===== src/rtl/updown_counter_param.sv =====
// Parametrised up/down counter with clamped parallel load and wrap/saturate/bounce end-of-range.
// All outputs registered, every input acts on the next clk edge; no flow control.
module updown_counter_param #(
  parameter int WIDTH   = 8,
  parameter int MAX_VAL = (1 << WIDTH) - 1,
  parameter int MODE    = 0
) (
  input  logic             clk,
  input  logic             rst,
  input  logic             enable,
  input  logic             direction,
  input  logic             load,
  input  logic [WIDTH-1:0] load_value,
  input  logic             clr_ovf,
  output logic [WIDTH-1:0] counter_out,
  output logic             dir_out,
  output logic             tc,
  output logic             ovf
);

  localparam logic [WIDTH-1:0] MAX = WIDTH'(MAX_VAL);

  typedef enum logic {DOWN = 1'b0, UP = 1'b1} dir_e;

  logic [WIDTH-1:0] cnt_q, cnt_d;
  dir_e             dir_q, dir_d;
  logic             tc_q, tc_d;
  logic             ovf_q, ovf_d;
  logic             eff_up;
  logic             at_bound;

  // Only bounce mode keeps its own direction; the others follow the pin.
  assign eff_up = (MODE == 2) ? (dir_q == UP) : direction;

  always_comb begin
    cnt_d    = cnt_q;
    dir_d    = dir_q;
    tc_d     = 1'b0;
    ovf_d    = ovf_q & ~clr_ovf;
    at_bound = 1'b0;
    if (MODE != 2) dir_d = dir_e'(direction);

    if (load) begin
      cnt_d = (load_value > MAX) ? MAX : load_value;
      if (MODE == 2) dir_d = dir_e'(direction);
    end else if (enable) begin
      at_bound = eff_up ? (cnt_q == MAX) : (cnt_q == '0);
      tc_d     = at_bound;
      if (at_bound) begin
        if (MODE == 0) begin
          cnt_d = eff_up ? '0 : MAX;
          ovf_d = 1'b1;
        end else if (MODE == 1) begin
          ovf_d = 1'b1;
        end else begin
          cnt_d = eff_up ? (MAX - 1'b1) : WIDTH'(1);
          dir_d = eff_up ? DOWN : UP;
        end
      end else begin
        cnt_d = eff_up ? (cnt_q + 1'b1) : (cnt_q - 1'b1);
      end
    end
  end

  always_ff @(posedge clk) begin
    if (rst) begin
      cnt_q <= '0;
      dir_q <= UP;
      tc_q  <= 1'b0;
      ovf_q <= 1'b0;
    end else begin
      cnt_q <= cnt_d;
      dir_q <= dir_d;
      tc_q  <= tc_d;
      ovf_q <= ovf_d;
    end
  end

  assign counter_out = cnt_q;
  assign dir_out     = dir_q;
  assign tc          = tc_q;
  assign ovf         = ovf_q;

endmodule

===== config.mk =====
export PLATFORM = sky130hd
export DESIGN_NAME = updown_counter_param
export DESIGN_NICKNAME = d
export VERILOG_FILES = /design/src/rtl/updown_counter_param.sv
export SDC_FILE = /design/constraint.sdc
export NUM_CORES = 1
export LEC_CHECK = 0
export ABC_AREA = 1
export CAP_MARGIN = 20
export CORE_ASPECT_RATIO = 1.2
export CORE_MARGIN = 2
export CORE_UTILIZATION = 33
export CTS_CLUSTER_DIAMETER = 100
export DETAILED_ROUTE_END_ITERATION = 16
export GPL_ROUTABILITY_DRIVEN = 1
export GPL_TIMING_DRIVEN = 0
export MAX_ROUTING_LAYER = met4
export PLACE_DENSITY = 0.64
export SKIP_CTS_REPAIR_TIMING = 1
export SLEW_MARGIN = 40
export SYNTH_ARGS = -nofsm -noshare
export SYNTH_HDL_FRONTEND = slang
export SYNTH_SLANG_ARGS = --single-unit

===== constraint.sdc =====
create_clock -name clk -period 3.9 [get_ports clk]
set_clock_uncertainty 0.05 [all_clocks]
set_input_delay 0.39 -clock clk [delete_from_list [all_inputs] [get_ports clk]]
set_output_delay 0.39 -clock clk [all_outputs]
set_load 0.1 [all_outputs]

# Word level (Yosys, flattened, before mapping)
# Index checks and enable logic that the tools add are counted.
# word_totals
mem_bits_rw	0
elab_cells	24
ff_bits	11
out_inout_bits	11
romBits	0
latch_bits	0
mem_count	0
# classes
mul	0
n_lt_le_gt_ge	1
div	0
n_eq_ne	1
bitwise_logic	3
add_sub_neg	2
mux	10
reduce_logical	3
shift	0
# ops
operator	count
$mux W8	6
$add A8 B1 Y8 const B	1
$eq A8 B8 Y1 const B	1
$gt A8 B8 Y1 const B	1
$logic_not A8 Y1	1
$sub A8 B1 Y8 const B	1
$mux W1	4
$reduce_or A3 Y1	1
$not A1 Y1	2
$reduce_bool A2 Y1	1
$and A1 B1 Y1	1

# Logic depth before layout (Yosys ltp)
# Gate-level depths: netlist (run 1).
# depth
ltp_word	5
ltp_mapped	11

# Worst setup path after synthesis (run 1)
# OpenSTA, ideal clock, no wires.
# synth_timing
kind	register to register
startpoint	reg cnt_q[3], in the netlist counter_out[3]
endpoint	reg cnt_q[4], in the netlist counter_out[4]
path_stages_with_launch	7
n_path_buf	0
required_time_ns	3.728
arrival_ns	2.043
setup_time_ns	0.122
path_slack_ns	1.684
path_cell_list	dfxtp_1 > ha_1 > a21oi_1 > nand2_1 > or2_2 > nand3_1 > a31oi_1
# synth_via
elab_chain_len	5
elab_cells_between_ends	9
# synth_rtl
item	line_no	rtl
from (decl)	25	logic [WIDTH-1:0] cnt_q, cnt_d;
from (signal assigned)	72	cnt_q <= cnt_d;
$sub A8 B1 Y8, or another cell as far along	60	cnt_d = eff_up ? (cnt_q + 1'b1) : (cnt_q - 1'b1);
$mux W8 or $mux W1 (tied branches)	60, 47	
$mux W8 (*)	49	if (at_bound) begin
$mux W8 (*)	46	end else if (enable) begin
$mux W8 (*)	43	if (load) begin
# Mark *: on every way between the ends. The rest lies on a longest branch, timed or not. The select of a mux whose other input is x is not followed.
# A chain may end at the register's enable or synchronous reset.

# Worst setup path after layout (run 1)
# layout_timing
startpoint	in direction
endpoint	reg cnt_q[4], in the netlist counter_out[4]
# layout_via
elab_chain_len	4
elab_cells_between_ends	6
# layout_rtl
item	line_no	rtl
from (decl)	11	input logic direction,
$mux W8, or another cell as far along	60	
$mux W8 (*)	49	
$mux W8 (*)	46	
$mux W8 (*)	43	
# Marks and branches as above.

==> tab_implementation.tex, run 1 <==
\begin{tabular}{lr}
\hline
Metric & Value \\
\hline
\multicolumn{2}{l}{\textbf{Critical path}} \\
Worst reg2reg endpoint & counter\_out[4] \\
R2R cell count & 6 \\
Buffers \& Inverters on Critical Path & 2 \\
Register-to-register path setup slack & 2240 ps \\
Origin of the critical flop-to-flop path & counter\_out[0] \\
Startpoint type of the worst setup path & input pin \\
Arr. time, crit path & between 2000 and 2500 ps \\
Classification of the worst setup path & in2reg \\
Maximum fanout along the worst path & 8 \\
Most common cell type on the critical path & nand3\_1 \\
List of cells traversed by the critical path & clkdlybuf4s50\_1, inv\_1, fa\_1, nand3\_1, nand2\_1, or2\_2, nand3\_1, a31oi\_1 \\
Element type at the critical path end & flip-flop \\
Required time at the worst-slack endpoint & approximately 4000 ps \\
CP delay by family, top & buffers and inverters \\
Worst stage delay on the critical path & 540 ps \\
Slowest cell on the critical path & clkdlybuf4s50\_1 \\
\multicolumn{2}{l}{\textbf{Timing}} \\
Final setup vio count & 0 \\
Max Clk Rate & 0.467 GHz \\
Aggregate negative setup slack & 0 ps \\
Relative max-transition margin & approximately 68\% \\
Final Slew Violations & 0 \\
Unrepaired setup endpoints after global routing & no \\
Part of the cycle the worst path needs & approximately 55\% \\
Final hold violation count & 0 \\
Minimum period implied by the final worst setup slack & roughly 2100 ps \\
Final WS setup & 1760 ps \\
Slew of the pin with the lowest slew margin & approximately 490 ps \\
\multicolumn{2}{l}{\textbf{Logic synthesis}} \\
Flop and latch count out of synthesis & 11 \\
Synth area leaders & dfxtp\_1 (25\%), nand2\_1 (17\%), ha\_1 (8.4\%) \\
Synth Warn \# & 0 \\
Part of the Yosys area used for sequential elements & between 20\% and 30\% \\
Avg Inst Size Synth & roughly 6.6 sq um \\
Cell type with the largest total area after synthesis & dfxtp\_1 \\
Number of distinct library cell variants in the gate-level netlist after synthesis & 29 \\
Gate Count Post-Synth & around 140 \\
Number of nets in the synthesized netlist & 156 \\
Share of the synthesized area in the top cell type & 24.6\% \\
Summed instance area of the synthesized netlist & 893 sq um \\
\multicolumn{2}{l}{\textbf{Layout}} \\
Most frequent standard cell in the layout excluding fill and tap cells & nand2\_1 \\
Sequential Area & between 200 and 250 sq um \\
Share of post-route cells with drive strength above 1 & between 10\% and 20\% \\
Count of fill cells added during filler insertion & around 290 \\
Net count of the finished layout & approximately 180 \\
Most frequent cells in the layout & nand2\_1 (41), inv\_1 (13), buf\_2 (12), nand3\_1 (12), clkdlybuf4s50\_1 (12) \\
Diodes inserted & 0 \\
Area grow syn2layout & 27.2\% \\
Area used by multi-input combinational logic & $\sim$600 sq um \\
\multicolumn{2}{l}{\textbf{Floorplanning}} \\
Chip Width & $\sim$51 um \\
Height of the die & 61.0 um \\
Floorplan core area & roughly 0.0026 sq mm \\
Die outline area & 0.00314 sq mm \\
Total number of placement rows & 20 \\
Top-level I/O count & 25 \\
Effective utilization at floorplan & a little over a third \\
\multicolumn{2}{l}{\textbf{Detailed routing}} \\
Final antenna-violating net count & 0 \\
Routed wire length & $\sim$2.2 mm \\
DRC violation total after the first TritonRoute iteration & 35 \\
Count of vias placed by the detailed router & between 900 and 1000 \\
DRT Pass-1 Iters & 4 \\
Detail-routed net length per standard cell & roughly 12 um \\
Drt drc & 0 \\
Vias per cell & between 5 and 6 \\
\multicolumn{2}{l}{\textbf{Global route}} \\
Maximum number of pins on one net before global-route repair & 11 \\
Global-route wire length before repair & $\sim$4.2 mm \\
Vias in the first global route & 1016 \\
GRT Overall Usage & a little under a fifth \\
Total overflow reported by the global router & 0 \\
Number of antenna violations at the first check in global routing & 0 \\
\multicolumn{2}{l}{\textbf{Clock network}} \\
Number of buffers created by CTS & 3 \\
Number of buffers on the longest clock path & 2 \\
Maximum level of the CTS H-tree & 1 \\
Post-CTS clock slew at the launch and capture registers of the worst setup and hold paths & approximately 60 ps \\
CTS sink cnt & 11 \\
Cell at the root of the clock tree & clkbuf\_4 \\
TritonCTS clock tree & yes \\
Clock latency on the worst-skew pair & between 200 and 300 ps \\
\multicolumn{2}{l}{\textbf{Hold path}} \\
Worst min-delay path class & reg2reg \\
Capture endpoint of the worst hold path & ovf \\
Hold Path Stages & 2 \\
Start point of the worst min-delay path & ovf \\
\multicolumn{2}{l}{\textbf{Power and ir drop}} \\
Peak VDD IR & 0.216 mV \\
Cell leakage power & between 0.5 and 0.6 nW \\
Pwr/cell area & 347 mW/mm\^{}2 \\
\multicolumn{2}{l}{\textbf{Job}} \\
Max-cap violations & 0 \\
\multicolumn{2}{l}{\textbf{Outcome}} \\
Status & finished clean \\
\multicolumn{2}{l}{\textbf{Placed design}} \\
Port Buffer Count & 23 \\
HPWL after DPL & roughly 1.9 mm \\
Worst slack at placement & between 1000 and 1500 ps \\
Last weighted congestion value of the routability-driven placer & $\sim$0.87 \\
\hline
\end{tabular}
[stage by stage]
step	area [sq um]	instances	power [mW]	utilization (%)	hold WS, ps
CTS	1140	195	0.398	44.5	431
global placement	1160	191	0.325	45.6	414
finish	1140	195	0.394	44.5	428
global route	1140	195	0.424	44.5	486
detailed placement	1110	191	0.319	43.5	423
floorplan	893	135	0.277	-	402
[worst max-delay path by stage]
stage	startpoint	end	slack, ps	cells after the start
floorplan	counter_out[3]	counter_out[4]	1680	6
global placement	direction	counter_out[4]	1490	8
detailed placement	direction	counter_out[5]	1470	11
CTS	direction	counter_out[5]	1760	11
global route	direction	counter_out[6]	1560	11
finish	direction	counter_out[4]	1760	8
[registers in the layout, summed over array words and instances (netlist names)]
signal	cells
counter_out	8
dir_out	1
ovf	1
tc	1
[cell families after synthesis]
| family | synth area share, % |
|---|---|
| simple gates | 40.2 |
| compound gates | 14.8 |
| buf+inv | 7.70 |
| fa+ha+maj | 10.6 |
| flops | 24.6 |
| xor+xnor | 1.96 |
[cell type report]
type	count	area share, %
Buffer	1	0.441
Clock buffer	4	2.31
Inverter	17	5.62
Multi-Input combinational cell	106	53.2
Sequential cell	11	19.4
Tap cell	33	3.63
Timing Repair Buffer	23	15.4
[synth_stat cells (all sizes together)]
master and n:
inv 17, nand2 42, nand4 1, o22ai 2
o211ai 1, dfxtp 11, a31oi 2, a21oi 7
a22oi 5, nand3 13, ha 6, fa 1
a22o 1, xnor2 1, or2 2, buf 1
xor2 1, nand3b 1, nor2 17, o21ai 3
[metal layers]
layer	global-route usage [%]	vias to the layer above	wire length, um	share of wire (%)
met5	-	-	0	0
met4	9.40	0	41	1.8
met3	1.48	5	116	5.2
met2	33.0	37	1160	52
met1	19.6	440	925	41
li1	-	502	-	-
[where the power goes]
group          internal (mW)  switching, mW
Sequential             0.121         0.0128
Combinational         0.0567          0.126
Clock                 0.0396         0.0379
Total                  0.217          0.177
[tightest hold or removal path, cell delays in order, from the launching register on]
cell and delay [ps]:
dfxtp_1 310, nand2_1 60, o22ai_1 70
(Power assumes the default switching activity.)
==> run 2: changes to the inputs <==
Clock period 3.9 ns to 2.1 ns, I/O delays scaled along.
==> run 2 against run 1 <==
Against the previous run: sequential share of layout area grew 0.53 points; count of clock-buffer cells in the layout is the same; combinational power grew 86%; utilization grew 0.29 points; clock power grew 87%; worst setup slack lost 1500 ps; flip-flop and latch count is the same; final area grew 0.66%; first-iteration DRC count shrank 2.9%.
==> tab_implementation.tex, run 2 (synthesis gave the netlist of run 1 again) <==
\begin{tabular}{lr}
\hline
Metric & Value \\
\hline
\multicolumn{2}{l}{\textbf{Layout}} \\
Share of post-route cells with drive strength above 1 & 22.2\% (+4.3 points) \\
Number of flip-flops in the largest register & 8 (unchanged) \\
Design area & 0.00114 sq mm (+0.66\%) \\
Diodes inserted & 0 (unchanged) \\
Net count of the finished layout & 184 (unchanged) \\
Most frequent standard cell in the layout excluding fill and tap cells & nand2\_1 \\
Sequential Area & 228 sq um (+3.4\%) \\
Count of fill cells added during filler insertion & 290 (-1.0\%) \\
Area grow syn2layout & 28.0\% \\
Most frequent cells in the layout & nand2\_1 (41), buf\_2 (12), inv\_1 (12), nand3\_1 (12), clkdlybuf4s50\_1 (12) \\
Area used by multi-input combinational logic & 604 sq um (unchanged) \\
\multicolumn{2}{l}{\textbf{Detailed routing}} \\
Drt drc & 0 (unchanged) \\
Final antenna-violating net count & 0 (unchanged) \\
Count of vias placed by the detailed router & 953 (-3.2\%) \\
DRT Pass-1 Iters & 4 (unchanged) \\
Detail-routed net length per standard cell & 11.7 um (+1.3\%) \\
Vias per cell & 4.89 (-3.2\%) \\
Routed wire length & 2.27 mm (+1.3\%) \\
DRC violation total after the first TritonRoute iteration & 34 (-2.9\%) \\
\multicolumn{2}{l}{\textbf{Timing}} \\
Max Clk Rate & 0.531 GHz \\
Relative max-transition margin & 67.7\% (about the same) \\
Slew of the pin with the lowest slew margin & 488 ps (+0.312 ps) \\
Final WS setup & 216 ps (-1540 ps) \\
Final hold violation count & 0 (unchanged) \\
Part of the cycle the worst path needs & about nine tenths \\
Minimum period implied by the final worst setup slack & $\sim$1900 ps \\
Unrepaired setup endpoints after global routing & no \\
Final setup vio count & 0 (unchanged) \\
Final Slew Violations & 0 (unchanged) \\
\multicolumn{2}{l}{\textbf{Critical path}} \\
Classification of the worst setup path & in2reg \\
Maximum fanout along the worst path & 8 (unchanged) \\
Origin of the critical flop-to-flop path & counter\_out[0] \\
Worst reg2reg endpoint & counter\_out[6] \\
Register-to-register path setup slack & 440 ps (-1800 ps) \\
Arr. time, crit path & 2040 ps (-200 ps) \\
Element type at the critical path end & flip-flop \\
Worst setup path start & direction \\
Critical path destination & counter\_out[7] \\
R2R cell count & 9 (+3) \\
Startpoint type of the worst setup path & input pin \\
Required time at the worst-slack endpoint & 2260 ps (-1740 ps) \\
\multicolumn{2}{l}{\textbf{Floorplanning}} \\
Floorplan core area & 0.00255 sq mm (unchanged) \\
Effective utilization at floorplan & 35.0\% (unchanged) \\
Total number of placement rows & 20 (unchanged) \\
Chip Width & 51.5 um (unchanged) \\
Top-level I/O count & 25 (unchanged) \\
Height of the die & 61.0 um (unchanged) \\
Die outline area & 0.00314 sq mm (unchanged) \\
\multicolumn{2}{l}{\textbf{Clock network}} \\
Number of buffers created by CTS & 3 (unchanged) \\
TritonCTS clock tree & yes \\
Number of buffers on the longest clock path & 2 (unchanged) \\
Maximum level of the CTS H-tree & 1 (unchanged) \\
CTS sink cnt & 11 (unchanged) \\
Cell at the root of the clock tree & clkbuf\_4 \\
Post-CTS clock slew at the launch and capture registers of the worst setup and hold paths & 70 ps (about the same) \\
Clock latency on the worst-skew pair & 270 ps (about the same) \\
\multicolumn{2}{l}{\textbf{Global route}} \\
Vias in the first global route & 918 (-9.6\%) \\
GRT Overall Usage & 16.5\% (-1.6 points) \\
Number of antenna violations at the first check in global routing & 0 (unchanged) \\
Total overflow reported by the global router & 0 (unchanged) \\
Global-route wire length before repair & 3.79 mm (-9.1\%) \\
Maximum number of pins on one net before global-route repair & 11 (unchanged) \\
\multicolumn{2}{l}{\textbf{Placed design}} \\
Port Buffer Count & 23 (unchanged) \\
Worst slack at placement & -129 ps (-1600 ps) \\
Last weighted congestion value of the routability-driven placer & 0.828 (-4.6\%) \\
HPWL after DPL & 1.88 mm (+1.2\%) \\
Instance area at placement & 0.00112 sq mm (+0.68\%) \\
\multicolumn{2}{l}{\textbf{Power and ir drop}} \\
Peak VDD IR & 0.343 mV (+59\%) \\
Pwr/cell area & 644 mW/mm\^{}2 (+86\%) \\
Cell leakage power & 0.568 nW (+0.13\%) \\
\multicolumn{2}{l}{\textbf{Outcome}} \\
Status & finished clean \\
\multicolumn{2}{l}{\textbf{Job}} \\
Max-cap violations & 0 (unchanged) \\
\multicolumn{2}{l}{\textbf{Hold path}} \\
Hold Path Stages & 3 (+1) \\
Worst min-delay path class & in2reg \\
\hline
\end{tabular}
==> run 2: changes by cell type in the layout (fill, tap and decap cells not counted) <==
| cell | change |
|---|---|
| dfxtp_2 | +6 |
| inv_1 | -1 |
| inv_2 | +1 |
| dfxtp_1 | -6 |
==> run 2: worst max-delay path, cell delays in order <==
cell             delay [ps]
clkdlybuf4s50_1         550
inv_2                   130
ha_1                    390
nand2_2                 110
inv_1                    40
a21oi_1                 190
nand2_1                  70
nand2_1                  60
nand3_1                  60
nand2_1                  60
nand2_1                  60
a21oi_2                 110
==> run 2: area by class of cell <==
| class | instances | share of cell area (%) |
|---|---|---|
| Inverter | 17 | 5.58 |
| Clock buffer | 4 | 2.30 |
| Buffer | 1 | 0.438 |
| Sequential cell | 11 | 19.9 |
| Tap cell | 33 | 3.61 |
| Timing Repair Buffer | 23 | 15.3 |
| Multi-Input combinational cell | 106 | 52.8 |
==> run 2: worst min path at each step <==
stage	from	slack (ps)	to
3_3_place_gp	ovf	420	ovf
5_1_grt	load	330	counter_out[1]
2_1_floorplan	rst	220	counter_out[3]
6_report	load	300	counter_out[1]
4_1_cts	load	310	counter_out[1]
3_5_place_dp	ovf	430	ovf
==> run 2: power breakdown <==
part | total [mW] | internal, mW | switching [mW]
registers | 0.252 | 0.226 | 0.0255
logic | 0.340 | 0.106 | 0.235
clock network | 0.145 | 0.0735 | 0.0710
==> run 2: per-stage QoR <==
step                utilization (%)  cells  TNS (ps)  hold slack, ps  power [mW]
finish                         44.8    195         0             302       0.737
global route                   44.8    195         0             332       0.779
CTS                            44.8    195         0             312       0.739
detailed placement             43.8    191      -585             428       0.596
global placement               45.9    191      -459             422       0.606
floorplan                         -    135         0             222       0.516
==> run 2: metal layers <==
metal  up-vias  routed length, um  track usage (%)
met4         0                 34             8.27
met1       424                955             17.1
met5         -                  0                -
met3         4                 99             2.46
li1        501                  -                -
met2        24               1180             30.4
==> run 3: changes to the inputs <==
Settings changed: GPL_TIMING_DRIVEN 0 to default.
==> run 3 against run 2 <==
Against the previous run: die area unchanged; critical path depth shrank 1; global-route usage up 1.3 points; critical path type unchanged.
==> tab_implementation.tex, run 3 (synthesis gave the netlist of run 1 again) <==
\begin{tabular}{lr}
\hline
Metric & Value \\
\hline
\multicolumn{2}{l}{\textbf{Detailed routing}} \\
Routed length on met3 & 124 um (+25\%) \\
DRT Pass-1 Iters & 4 (unchanged) \\
Routed wire length & 2.30 mm (+1.1\%) \\
Met1 wire length & 1.01 mm (+5.2\%) \\
Detail-routed net length per standard cell & 11.4 um (-1.9\%) \\
DRC violation total after the first TritonRoute iteration & 14 (-59\%) \\
Drt drc & 0 (unchanged) \\
Vias per cell & 4.93 (+0.78\%) \\
Final antenna-violating net count & 0 (unchanged) \\
Count of vias placed by the detailed router & 990 (+3.9\%) \\
Top layer in use & met4 \\
Total length of routed met2 wires & 1.13 mm (-4.4\%) \\
\multicolumn{2}{l}{\textbf{Floorplanning}} \\
Die outline area & 0.00314 sq mm (unchanged) \\
Chip Width & 51.5 um (unchanged) \\
Top-level I/O count & 25 (unchanged) \\
Floorplan core area & 0.00255 sq mm (unchanged) \\
Effective utilization at floorplan & 35.0\% (unchanged) \\
Total number of placement rows & 20 (unchanged) \\
Height of the die & 61.0 um (unchanged) \\
\multicolumn{2}{l}{\textbf{Clock network}} \\
Number of buffers on the longest clock path & 2 (unchanged) \\
Maximum level of the CTS H-tree & 1 (unchanged) \\
Post-CTS clock slew at the launch and capture registers of the worst setup and hold paths & 70 ps (about the same) \\
Cell at the root of the clock tree & clkbuf\_4 \\
Clock latency on the worst-skew pair & 270 ps (about the same) \\
CTS sink cnt & 11 (unchanged) \\
Number of buffers created by CTS & 3 (unchanged) \\
TritonCTS clock tree & yes \\
\multicolumn{2}{l}{\textbf{Layout}} \\
Final std cells w/o fill & 201 (+3.1\%) \\
Diodes inserted & 0 (unchanged) \\
Share of post-route cells with drive strength above 1 & 23.8\% (+1.6 points) \\
Net count of the finished layout & 190 (+3.3\%) \\
Count of fill cells added during filler insertion & 268 (-7.6\%) \\
Sequential Area & 228 sq um (unchanged) \\
Area used by multi-input combinational logic & 604 sq um (unchanged) \\
Number of flip-flops in the largest register & 8 (unchanged) \\
Final cell utilization of the core & 47.8\% (+3.0 points) \\
Most frequent standard cell in the layout excluding fill and tap cells & nand2\_1 \\
Most frequent cells in the layout & nand2\_1 (41), buf\_4 (17), inv\_1 (13), clkdlybuf4s50\_1 (13), nand3\_1 (12) \\
Area grow syn2layout & 36.7\% \\
Design area & 0.00122 sq mm (+6.8\%) \\
\multicolumn{2}{l}{\textbf{Global route}} \\
Vias in the first global route & 894 (-2.6\%) \\
Maximum number of pins on one net before global-route repair & 11 (unchanged) \\
Total overflow reported by the global router & 0 (unchanged) \\
GRT Overall Usage & 17.9\% (+1.3 points) \\
Number of antenna violations at the first check in global routing & 0 (unchanged) \\
Global-route wire length before repair & 4.00 mm (+5.6\%) \\
\multicolumn{2}{l}{\textbf{Timing}} \\
Max Clk Rate & 0.538 GHz (+1.4\%) \\
Relative max-transition margin & 62.8\% (-4.9 points) \\
Unrepaired setup endpoints after global routing & no \\
Final WS setup & 242 ps (+25.8 ps) \\
Slew of the pin with the lowest slew margin & 557 ps (+68.7 ps) \\
Aggregate negative setup slack & 0 ps (unchanged) \\
Final hold violation count & 0 (unchanged) \\
Minimum period implied by the final worst setup slack & 1860 ps (-25.8 ps) \\
Part of the cycle the worst path needs & 88.5\% (-1.2 points) \\
Final setup vio count & 0 (unchanged) \\
Final Slew Violations & 0 (unchanged) \\
Worst Hold Slack & 429 ps (+127 ps) \\
\multicolumn{2}{l}{\textbf{Placed design}} \\
Placed Cells & 197 (+3.1\%) \\
Port Buffer Count & 24 (+4.3\%) \\
Last weighted congestion value of the routability-driven placer & 0.852 (+2.9\%) \\
Worst slack at placement & -48.8 ps (+80.6 ps) \\
HPWL after DPL & 1.88 mm (-0.12\%) \\
Instance area at placement & 0.00119 sq mm (+6.9\%) \\
\multicolumn{2}{l}{\textbf{Outcome}} \\
Status & finished clean \\
\multicolumn{2}{l}{\textbf{Power and ir drop}} \\
Post-route total power & 763 uW (+3.6\%) \\
Cell leakage power & 0.602 nW (+5.9\%) \\
Peak VDD IR & 0.436 mV (+27\%) \\
Pwr/cell area & 625 mW/mm\^{}2 (-3.0\%) \\
\multicolumn{2}{l}{\textbf{Job}} \\
Max-cap violations & 0 (unchanged) \\
\multicolumn{2}{l}{\textbf{Critical path}} \\
Required time at the worst-slack endpoint & 2200 ps (-60 ps) \\
Worst setup path start & direction \\
Slowest cell on the critical path & clkdlybuf4s50\_1 \\
Startpoint type of the worst setup path & input pin \\
List of cells traversed by the critical path & clkdlybuf4s50\_1, inv\_1, ha\_1, a21oi\_1, nand2\_1, nand3\_1, nand3\_1, nand3\_1, nand2\_1, nand2\_1, o21ai\_0 \\
Origin of the critical flop-to-flop path & counter\_out[0] \\
Element type at the critical path end & flip-flop \\
Arr. time, crit path & 1960 ps (-80 ps) \\
Maximum fanout along the worst path & 8 (unchanged) \\
Classification of the worst setup path & in2reg \\
Worst stage delay on the critical path & 480 ps (-70 ps) \\
\multicolumn{2}{l}{\textbf{Hold path}} \\
Start point of the worst min-delay path & ovf \\
Worst min-delay path class & reg2reg \\
\hline
\end{tabular}
run 3: final timing paths:
check                         to  slack, ps  cells past startpoint
hold / removal               ovf        430                      2
hold reg to reg              ovf        430                      2
setup reg to reg  counter_out[4]        450                      6
setup / recovery  counter_out[5]        240                     11
run 3: layout make-up:
| type | instances | share of cell area [%] |
|---|---|---|
| Clock buffer | 4 | 2.15 |
| Timing Repair Buffer | 30 | 21.1 |
| Sequential cell | 11 | 18.6 |
| Tap cell | 33 | 3.38 |
| Multi-Input combinational cell | 106 | 49.5 |
| Inverter | 17 | 5.23 |
run 3: worst max-delay path: cells and delay by family:
| kind | cells | cell delay [ps] |
|---|---|---|
| AOI/OAI and AO/OA | 2 | 240 |
| buffers and inverters | 2 | 640 |
| and+or+nand+nor | 6 | 480 |
| adders and majority gates | 1 | 400 |
run 3: per-layer routing:
| layer | GRT usage (%) | vias up |
|---|---|---|
| met5 | - | - |
| met4 | 7.14 | 0 |
| met3 | 3.20 | 5 |
| met2 | 31.1 | 38 |
| met1 | 20.2 | 436 |
| li1 | - | 511 |
run 3: where the power goes:
group | switching [mW] | internal (mW)
clock network | 0.0721 | 0.0736
logic | 0.237 | 0.128
registers | 0.0259 | 0.227
